`config.mk`:
```
export PLATFORM = sky130hd
export DESIGN_NAME = div_ctrl
export DESIGN_NICKNAME = d
export VERILOG_FILES = /design/src/rtl/div_ctrl_pkg.sv /design/src/rtl/div_step.sv /design/src/rtl/div_ctrl.sv
export SDC_FILE = /design/constraint.sdc
export NUM_CORES = 1
export LEC_CHECK = 0
export CAP_MARGIN = 20
export CORE_MARGIN = 4
export CORE_UTILIZATION = 23
export DETAILED_ROUTE_END_ITERATION = 7
export SLEW_MARGIN = 5
export SYNTH_ARGS = -nofsm -noshare
export SYNTH_HDL_FRONTEND = slang
export SYNTH_SLANG_ARGS = --single-unit
```
`constraint.sdc`:
```
create_clock -name clk -period 8.3 [get_ports clk]
set_clock_uncertainty 0.2 [all_clocks]
set_input_delay 2.075 -clock clk [delete_from_list [all_inputs] [get_ports clk]]
set_output_delay 2.075 -clock clk [all_outputs]
set_load 0.05 [all_outputs]
```
`src/rtl/div_ctrl_pkg.sv`:
```
// -----------------------------------------------------------------------------
// div_ctrl_pkg
// Shared definitions for the EX-stage iterative divider controller:
//   - default operand width and iteration counter width
//   - 3-bit state encodings of the divider sequencer
//   - start/stop strobe levels used on the EX -> divider control bus
//   - width of the EX -> divider control bus (start, signed_op, op_a, op_b)
// -----------------------------------------------------------------------------
package div_ctrl_pkg;

   // Operand/result width and iteration counter width (2**DIV_CNT_W > DIV_WIDTH).
   localparam int DIV_WIDTH = 32;
   localparam int DIV_CNT_W = 6;

   // Sequencer states. The encodings are fixed so that the state can be
   // observed on debug buses with a stable meaning.
   typedef enum logic [2:0] {
      DIV_IDLE = 3'd0,
      DIV_PREP = 3'd1,
      DIV_RUN  = 3'd2,
      DIV_FIX  = 3'd3,
      DIV_DONE = 3'd4
   } div_state_e;

   // Strobe levels on the start line coming from EX.
   localparam logic DIV_START = 1'b1;
   localparam logic DIV_STOP  = 1'b0;

   // EX -> divider control bus: start, signed_op, op_a, op_b.
   localparam int DIV_CTRL_BUS_W = 2 + (2 * DIV_WIDTH);

endpackage : div_ctrl_pkg

```
`src/rtl/div_step.sv`:
```
// -----------------------------------------------------------------------------
// div_step
// One combinational restoring-division step.
// The dividend is held in quot_part and shifted out MSB-first into the partial
// remainder while the new quotient bit is shifted in at the LSB.
// Ports:
//   rem_part       in   WIDTH  current partial remainder (always < divisor)
//   quot_part      in   WIDTH  remaining dividend bits / quotient bits so far
//   divisor        in   WIDTH  divisor magnitude (non-zero while stepping)
//   rem_part_nxt   out  WIDTH  partial remainder after this step
//   quot_part_nxt  out  WIDTH  quotient/dividend register after this step
// -----------------------------------------------------------------------------
module div_step #(
   parameter int WIDTH = 32
) (
   input  logic [WIDTH-1:0] rem_part,
   input  logic [WIDTH-1:0] quot_part,
   input  logic [WIDTH-1:0] divisor,
   output logic [WIDTH-1:0] rem_part_nxt,
   output logic [WIDTH-1:0] quot_part_nxt
);

   logic [WIDTH:0] shifted_s;
   logic [WIDTH:0] trial_s;
   logic           borrow_s;

   // Shift in the next dividend bit and try subtracting the divisor.
   // shifted_s < 2*divisor and divisor < 2**WIDTH, so the (WIDTH+1)-bit
   // difference has its MSB set exactly when the subtraction borrows.
   always_comb begin
      shifted_s = {rem_part, quot_part[WIDTH-1]};
      trial_s   = shifted_s - {1'b0, divisor};
      borrow_s  = trial_s[WIDTH];
   end

   // Restore on borrow, otherwise keep the difference and set the quotient bit.
   always_comb begin
      if (borrow_s) begin
         rem_part_nxt  = shifted_s[WIDTH-1:0];
         quot_part_nxt = {quot_part[WIDTH-2:0], 1'b0};
      end else begin
         rem_part_nxt  = trial_s[WIDTH-1:0];
         quot_part_nxt = {quot_part[WIDTH-2:0], 1'b1};
      end
   end

endmodule : div_step

```
`src/rtl/div_ctrl.sv`:
```
// -----------------------------------------------------------------------------
// div_ctrl
// Sequencer for the shared iterative radix-2 divider serving DIV/DIVU in EX.
// Operands are latched in IDLE, converted to magnitudes in PREP, divided one
// restoring step per cycle in RUN, sign-corrected in FIX and presented with a
// one-cycle done pulse in DONE. stallreq holds IF..EX while a division is in
// flight and is the EX-stage stall source for the pipeline stall controller.
// Ports:
//   clk        in   1      clock, all state on rising edge
//   rst_n      in   1      asynchronous active-low reset
//   start      in   1      EX holds a DIV/DIVU (level, sampled only in IDLE)
//   signed_op  in   1      1 = DIV (two's complement), 0 = DIVU
//   flush      in   1      abort current operation, wins over start
//   op_a       in   WIDTH  dividend (rs)
//   op_b       in   WIDTH  divisor (rt)
//   stallreq   out  1      hold IF..EX while the division is in flight
//   busy       out  1      sequencer not in IDLE
//   done       out  1      one-cycle pulse: write HI <= rem, LO <= quot
//   quot       out  WIDTH  quotient, held until the next result
//   rem        out  WIDTH  remainder, held until the next result
// Latency: start seen in cycle 0 -> done in cycle WIDTH+3; divide by zero
// skips RUN and completes in cycle 3 with quot = all ones, rem = op_a.
// -----------------------------------------------------------------------------
module div_ctrl
   import div_ctrl_pkg::*;
#(
   parameter int WIDTH = DIV_WIDTH,
   parameter int CNT_W = DIV_CNT_W
) (
   input  logic             clk,
   input  logic             rst_n,
   input  logic             start,
   input  logic             signed_op,
   input  logic             flush,
   input  logic [WIDTH-1:0] op_a,
   input  logic [WIDTH-1:0] op_b,
   output logic             stallreq,
   output logic             busy,
   output logic             done,
   output logic [WIDTH-1:0] quot,
   output logic [WIDTH-1:0] rem
);

   localparam logic [CNT_W-1:0] CNT_ZERO = {CNT_W{1'b0}};
   localparam logic [CNT_W-1:0] CNT_ONE  = {{(CNT_W-1){1'b0}}, 1'b1};
   localparam logic [CNT_W-1:0] CNT_LAST = CNT_W'(WIDTH - 1);
   localparam logic [WIDTH-1:0] W_ZERO   = {WIDTH{1'b0}};
   localparam logic [WIDTH-1:0] W_ONES   = {WIDTH{1'b1}};
   localparam logic [WIDTH-1:0] W_ONE    = {{(WIDTH-1){1'b0}}, 1'b1};

   // Two's complement negation modulo 2**WIDTH.
   function automatic logic [WIDTH-1:0] neg2c(input logic [WIDTH-1:0] v);
      return (~v) + W_ONE;
   endfunction

   div_state_e        state_r;
   logic [CNT_W-1:0]  cnt_r;
   logic              sgn_r;       // signed_op captured with start
   logic [WIDTH-1:0]  q_work_r;    // dividend, then quotient being built
   logic [WIDTH-1:0] r_work_r;     // partial remainder
   logic [WIDTH-1:0] div_work_r;   // divisor, then divisor magnitude
   logic              q_neg_r;     // quotient needs negation in FIX
   logic              r_neg_r;     // remainder needs negation in FIX
   logic              busy_r;
   logic              done_r;
   logic [WIDTH-1:0] quot_r;
   logic [WIDTH-1:0] rem_r;

   logic              a_neg_s;
   logic              b_neg_s;
   logic [WIDTH-1:0] a_abs_s;
   logic [WIDTH-1:0] b_abs_s;
   logic [WIDTH-1:0] step_rem_s;
   logic [WIDTH-1:0] step_quot_s;
   logic              stall_s;

   // Magnitudes of the latched operands; only meaningful in PREP.
   // 0x80000000 stays 0x80000000, which is the correct unsigned magnitude.
   always_comb begin
      a_neg_s = sgn_r & q_work_r[WIDTH-1];
      b_neg_s = sgn_r & div_work_r[WIDTH-1];
      if (a_neg_s) begin
         a_abs_s = neg2c(q_work_r);
      end else begin
         a_abs_s = q_work_r;
      end
      if (b_neg_s) begin
         b_abs_s = neg2c(div_work_r);
      end else begin
         b_abs_s = div_work_r;
      end
   end

   div_step #(
      .WIDTH (WIDTH)
   ) u_div_step (
      .rem_part      (r_work_r),
      .quot_part     (q_work_r),
      .divisor       (div_work_r),
      .rem_part_nxt  (step_rem_s),
      .quot_part_nxt (step_quot_s)
   );

   // Sequencer: state, counter, working registers and registered outputs.
   always_ff @(posedge clk or negedge rst_n) begin
      if (!rst_n) begin
         state_r    <= DIV_IDLE;
         cnt_r      <= CNT_ZERO;
         sgn_r      <= 1'b0;
         q_work_r   <= W_ZERO;
         r_work_r   <= W_ZERO;
         div_work_r <= W_ZERO;
         q_neg_r    <= 1'b0;
         r_neg_r    <= 1'b0;
         busy_r     <= 1'b0;
         done_r     <= 1'b0;
         quot_r     <= W_ZERO;
         rem_r      <= W_ZERO;
      end else if (flush) begin
         // Abort: results of the previous operation stay visible.
         state_r <= DIV_IDLE;
         cnt_r   <= CNT_ZERO;
         busy_r  <= 1'b0;
         done_r  <= 1'b0;
      end else begin
         case (state_r)
            DIV_IDLE: begin
               done_r <= 1'b0;
               if (start == DIV_START) begin
                  q_work_r   <= op_a;
                  div_work_r <= op_b;
                  sgn_r      <= signed_op;
                  state_r    <= DIV_PREP;
                  busy_r     <= 1'b1;
               end else begin
                  state_r <= DIV_IDLE;
                  busy_r  <= 1'b0;
               end
            end

            DIV_PREP: begin
               if (div_work_r == W_ZERO) begin
                  // Divide by zero: all-ones quotient, raw dividend as
                  // remainder, no sign correction.
                  q_work_r <= W_ONES;
                  r_work_r <= q_work_r;
                  q_neg_r  <= 1'b0;
                  r_neg_r  <= 1'b0;
                  state_r  <= DIV_FIX;
               end else begin
                  q_work_r   <= a_abs_s;
                  div_work_r <= b_abs_s;
                  r_work_r   <= W_ZERO;
                  q_neg_r    <= a_neg_s ^ b_neg_s;
                  r_neg_r    <= a_neg_s;
                  cnt_r      <= CNT_ZERO;
                  state_r    <= DIV_RUN;
               end
            end

            DIV_RUN: begin
               r_work_r <= step_rem_s;
               q_work_r <= step_quot_s;
               cnt_r    <= cnt_r + CNT_ONE;
               if (cnt_r == CNT_LAST) begin
                  state_r <= DIV_FIX;
               end else begin
                  state_r <= DIV_RUN;
               end
            end

            DIV_FIX: begin
               if (q_neg_r) begin
                  quot_r <= neg2c(q_work_r);
               end else begin
                  quot_r <= q_work_r;
               end
               if (r_neg_r) begin
                  rem_r <= neg2c(r_work_r);
               end else begin
                  rem_r <= r_work_r;
               end
               state_r <= DIV_DONE;
               done_r  <= 1'b1;
            end

            DIV_DONE: begin
               state_r <= DIV_IDLE;
               busy_r  <= 1'b0;
               done_r  <= 1'b0;
            end

            default: begin
               state_r <= DIV_IDLE;
               cnt_r   <= CNT_ZERO;
               busy_r  <= 1'b0;
               done_r  <= 1'b0;
            end
         endcase
      end
   end

   // stallreq must rise in the same cycle EX presents the divide, so the IDLE
   // term follows start combinationally; elsewhere it is a state decode.
   always_comb begin
      case (state_r)
         DIV_IDLE: stall_s = (start == DIV_START);
         DIV_PREP: stall_s = 1'b1;
         DIV_RUN:  stall_s = 1'b1;
         DIV_FIX:  stall_s = 1'b1;
         DIV_DONE: stall_s = DIV_STOP;
         default:  stall_s = 1'b0;
      endcase
   end

   assign stallreq = stall_s;
   assign busy     = busy_r;
   assign done     = done_r;
   assign quot     = quot_r;
   assign rem      = rem_r;

endmodule : div_ctrl

```
==> out/metrics.cfg <==
[status]
status = finished, final reports clean

[worst_setup_path]
slowest_delay_ns = 0.86
crit_path_cell_trace = clkdlybuf4s50_1 > nor3_1 > nor2_1 > clkdlybuf4s50_1
end_kind = output port
crit_path_max_fanout = 4
criticalPathCategory = in2out
arrival_ns = 3.80
critPathSlowestCell = clkdlybuf4s50_1
required_ns = 6.03
reg2reg_depth = 13
crit_top_cell = clkdlybuf4s50_1
start_kind = input pin

[clock_network]
cts_tree = built
ctsHoldBuffers = 0
clk_path_buf_depth = 2
cts_root_buf = clkbuf_16
clock-sinks = 174
post_cts_buffers = 0
ctsResizeCount = 0
numCtsBuffers = 17
htreeDepth = 4
clock_latency_ns = 0.46
path_clk_slew_ns = 0.07

[synthesis]
seq_area_frac_synth_pct = 37.30
synth_ff_type = dfrtp_1
synth.distinct_cells = 70
synth_edf_count = 0
syn_nets = 1564
synth_cells = 1458
synth_seq_cells = 174
synth_top_area_cell = dfrtp_1
netlist_area_um2 = 11670
synth_area_per_cell_um2 = 8.007
synth_top_area_share_pct = 37.30
async_reset_ff_share_pct = 100.0
synth_area_leaders = dfrtp_1, a21oi_1, nor2_1
yosysWarnings = 0

[timing]
setup_viol = 0
worstMarginPinSlew_ns = 1.082
final-hold-violation-count = 0
tns_ns = 0
holdWs_ns = 0.3261
timing.final.crit_share_pct = 73.21
drv_slew = 0
rsz0062_at_grt = false
fin_crit_ns = 6.076
max_freq_ghz = 0.1646
slew-limit-headroom_pct = 27.80

[placed_design]
dp_hpwl_um = 30240
port_buffers = 135
place_congestion = 0.8719

[finish]
final_cell_mix = a21oi_1, dfrtp_1, nor2_1
antenna_cells = 0
layout-drive-gt1-share_pct = 5.068
nets = 1632
final_common_cell = a21oi_1
syn2layout_area_growth_pct = 22.49

[global_routing]
grt_max_degree = 91
grt_overflow_total = 0
grt_pass1_wl_um = 62760
antenna_found_initial = 4
grt_usage_pct = 14.55
grt_pass1_vias = 10800

[min_path]
whs_path_depth = 2
holdCritPathClass = reg2reg

[detailed_routing]
dr.pass1.iters = 5
drt-wirelength-per-cell_um = 18.40
wirelength_um = 40680
vias_per_cell = 5.135
drc = 0
drt-initial-drc-count = 1082
ant_nets = 0
via_count = 11350

[die]
pin_count = 136
core_area_um2 = 50170
start_util_pct = 23.27
fp.dieH_um = 233.3
die_x_um = 233.3
num_rows = 82
die_area_um2 = 54420

[power]
comb_power_share_pct = 51.8
seqPwrFrac_pct = 30.9
leakage_nw = 5.728
peakVddDrop_uv = 178.9
power_switching_share_pct = 48.88
power_density_nw_per_um2 = 347.8
p_sw_w = 0.002431
intPower_w = 0.002543
p_clk_share_pct = 17.3

[flow_run]
drv_cap = 0

area by class of cell:
cell class	instances	area, um^2
Clock buffer	18	439.2
Clock inverter	14	167.7
Fill cell	5298	35870
Inverter	51	191.4
Multi-Input combinational cell	1128	6750
Sequential cell	174	4354
Tap cell	672	840.8
Timing Repair Buffer	154	1555
cell families (layout without fill, tap and decap cells):
group | count (synthesis) | count (layout) | share of synthesized area (%)
buf+inv | 156 | 237 | 5.166
xor+xnor | 92 | 92 | 6.902
compound gates | 519 | 519 | 26.73
simple gates | 472 | 472 | 19.14
flops | 174 | 174 | 37.30
fa+ha+maj | 37 | 37 | 4.030
mux | 8 | 8 | 0.7288
state kept, by name (all words and copies together) (netlist names):
register / cells
state_r: 3
done: 1
busy: 1
sgn_r: 1
q_work_r: 32
r_neg_r: 1
div_work_r: 32
quot: 32
rem: 32
cnt_r: 6
r_work_r: 32
q_neg_r: 1
cells in the mapped netlist, drive strengths merged (13+ instances only):
library cell / n
nor2: 173
and3: 21
or3: 26
ha: 36
o21ai: 108
xor2: 69
a222oi: 13
a21o: 26
inv: 50
a21oi: 221
o22ai: 20
xnor2: 23
dfrtp: 174
or4: 14
nor4: 17
nand3: 26
clkbuf: 94
nor3: 49
nand2: 103
a31oi: 34
final timing paths:
check	end	slack, ns	start
max	stallreq	2.22	start
min	quot[6]$_DFFE_PN0P_	0.33	quot[6]$_DFFE_PN0P_
max reg2reg	r_work_r[7]$_DFFE_PN0P_	4.22	q_work_r[31]$_DFFE_PN0P_
min reg2reg	quot[6]$_DFFE_PN0P_	0.33	quot[6]$_DFFE_PN0P_
max in group asynchronous	div_work_r[1]$_DFFE_PN0P_	5.17	rst_n
min in group asynchronous	quot[13]$_DFFE_PN0P_	1.51	rst_n
power by group through the flow:
stage | combinational, W | sequential (W) | clock (W)
2_1_floorplan | 0.00142 | 0.00182 | 0
3_3_place_gp | 0.00252 | 0.00155 | 0
3_5_place_dp | 0.00254 | 0.00156 | 0
4_1_cts | 0.00255 | 0.00155 | 0.000875
5_1_grt | 0.00281 | 0.00158 | 0.000910
6_report | 0.00258 | 0.00154 | 0.000859
critical path: cells and delay by family:
kind,cells,cell delay [ns]
buf+inv,2,1.37
simple gates,2,0.35
per-stage QoR:
stage	util [%]	area, um^2	power (W)	instances	setup WS [ns]
2_1_floorplan	-	11670	0.003240	1458	3.246
3_3_place_gp	27.13	13610	0.004068	2176	2.201
3_5_place_dp	27.13	13610	0.004101	2176	2.228
4_1_cts	28.34	14220	0.004973	2208	2.229
5_1_grt	28.50	14300	0.005295	2211	2.170
6_report	28.50	14300	0.004974	2211	2.224
layer usage:
layer	vias to the layer above	part of all wire, %	GRT usage (%)
li1	5437	-	-
met1	5502	45	19.65
met2	346	47	23.61
met3	63	4.7	2.146
met4	6	2.6	5.360
met5	-	0.10	0
Power figures use the tool's default switching activity.
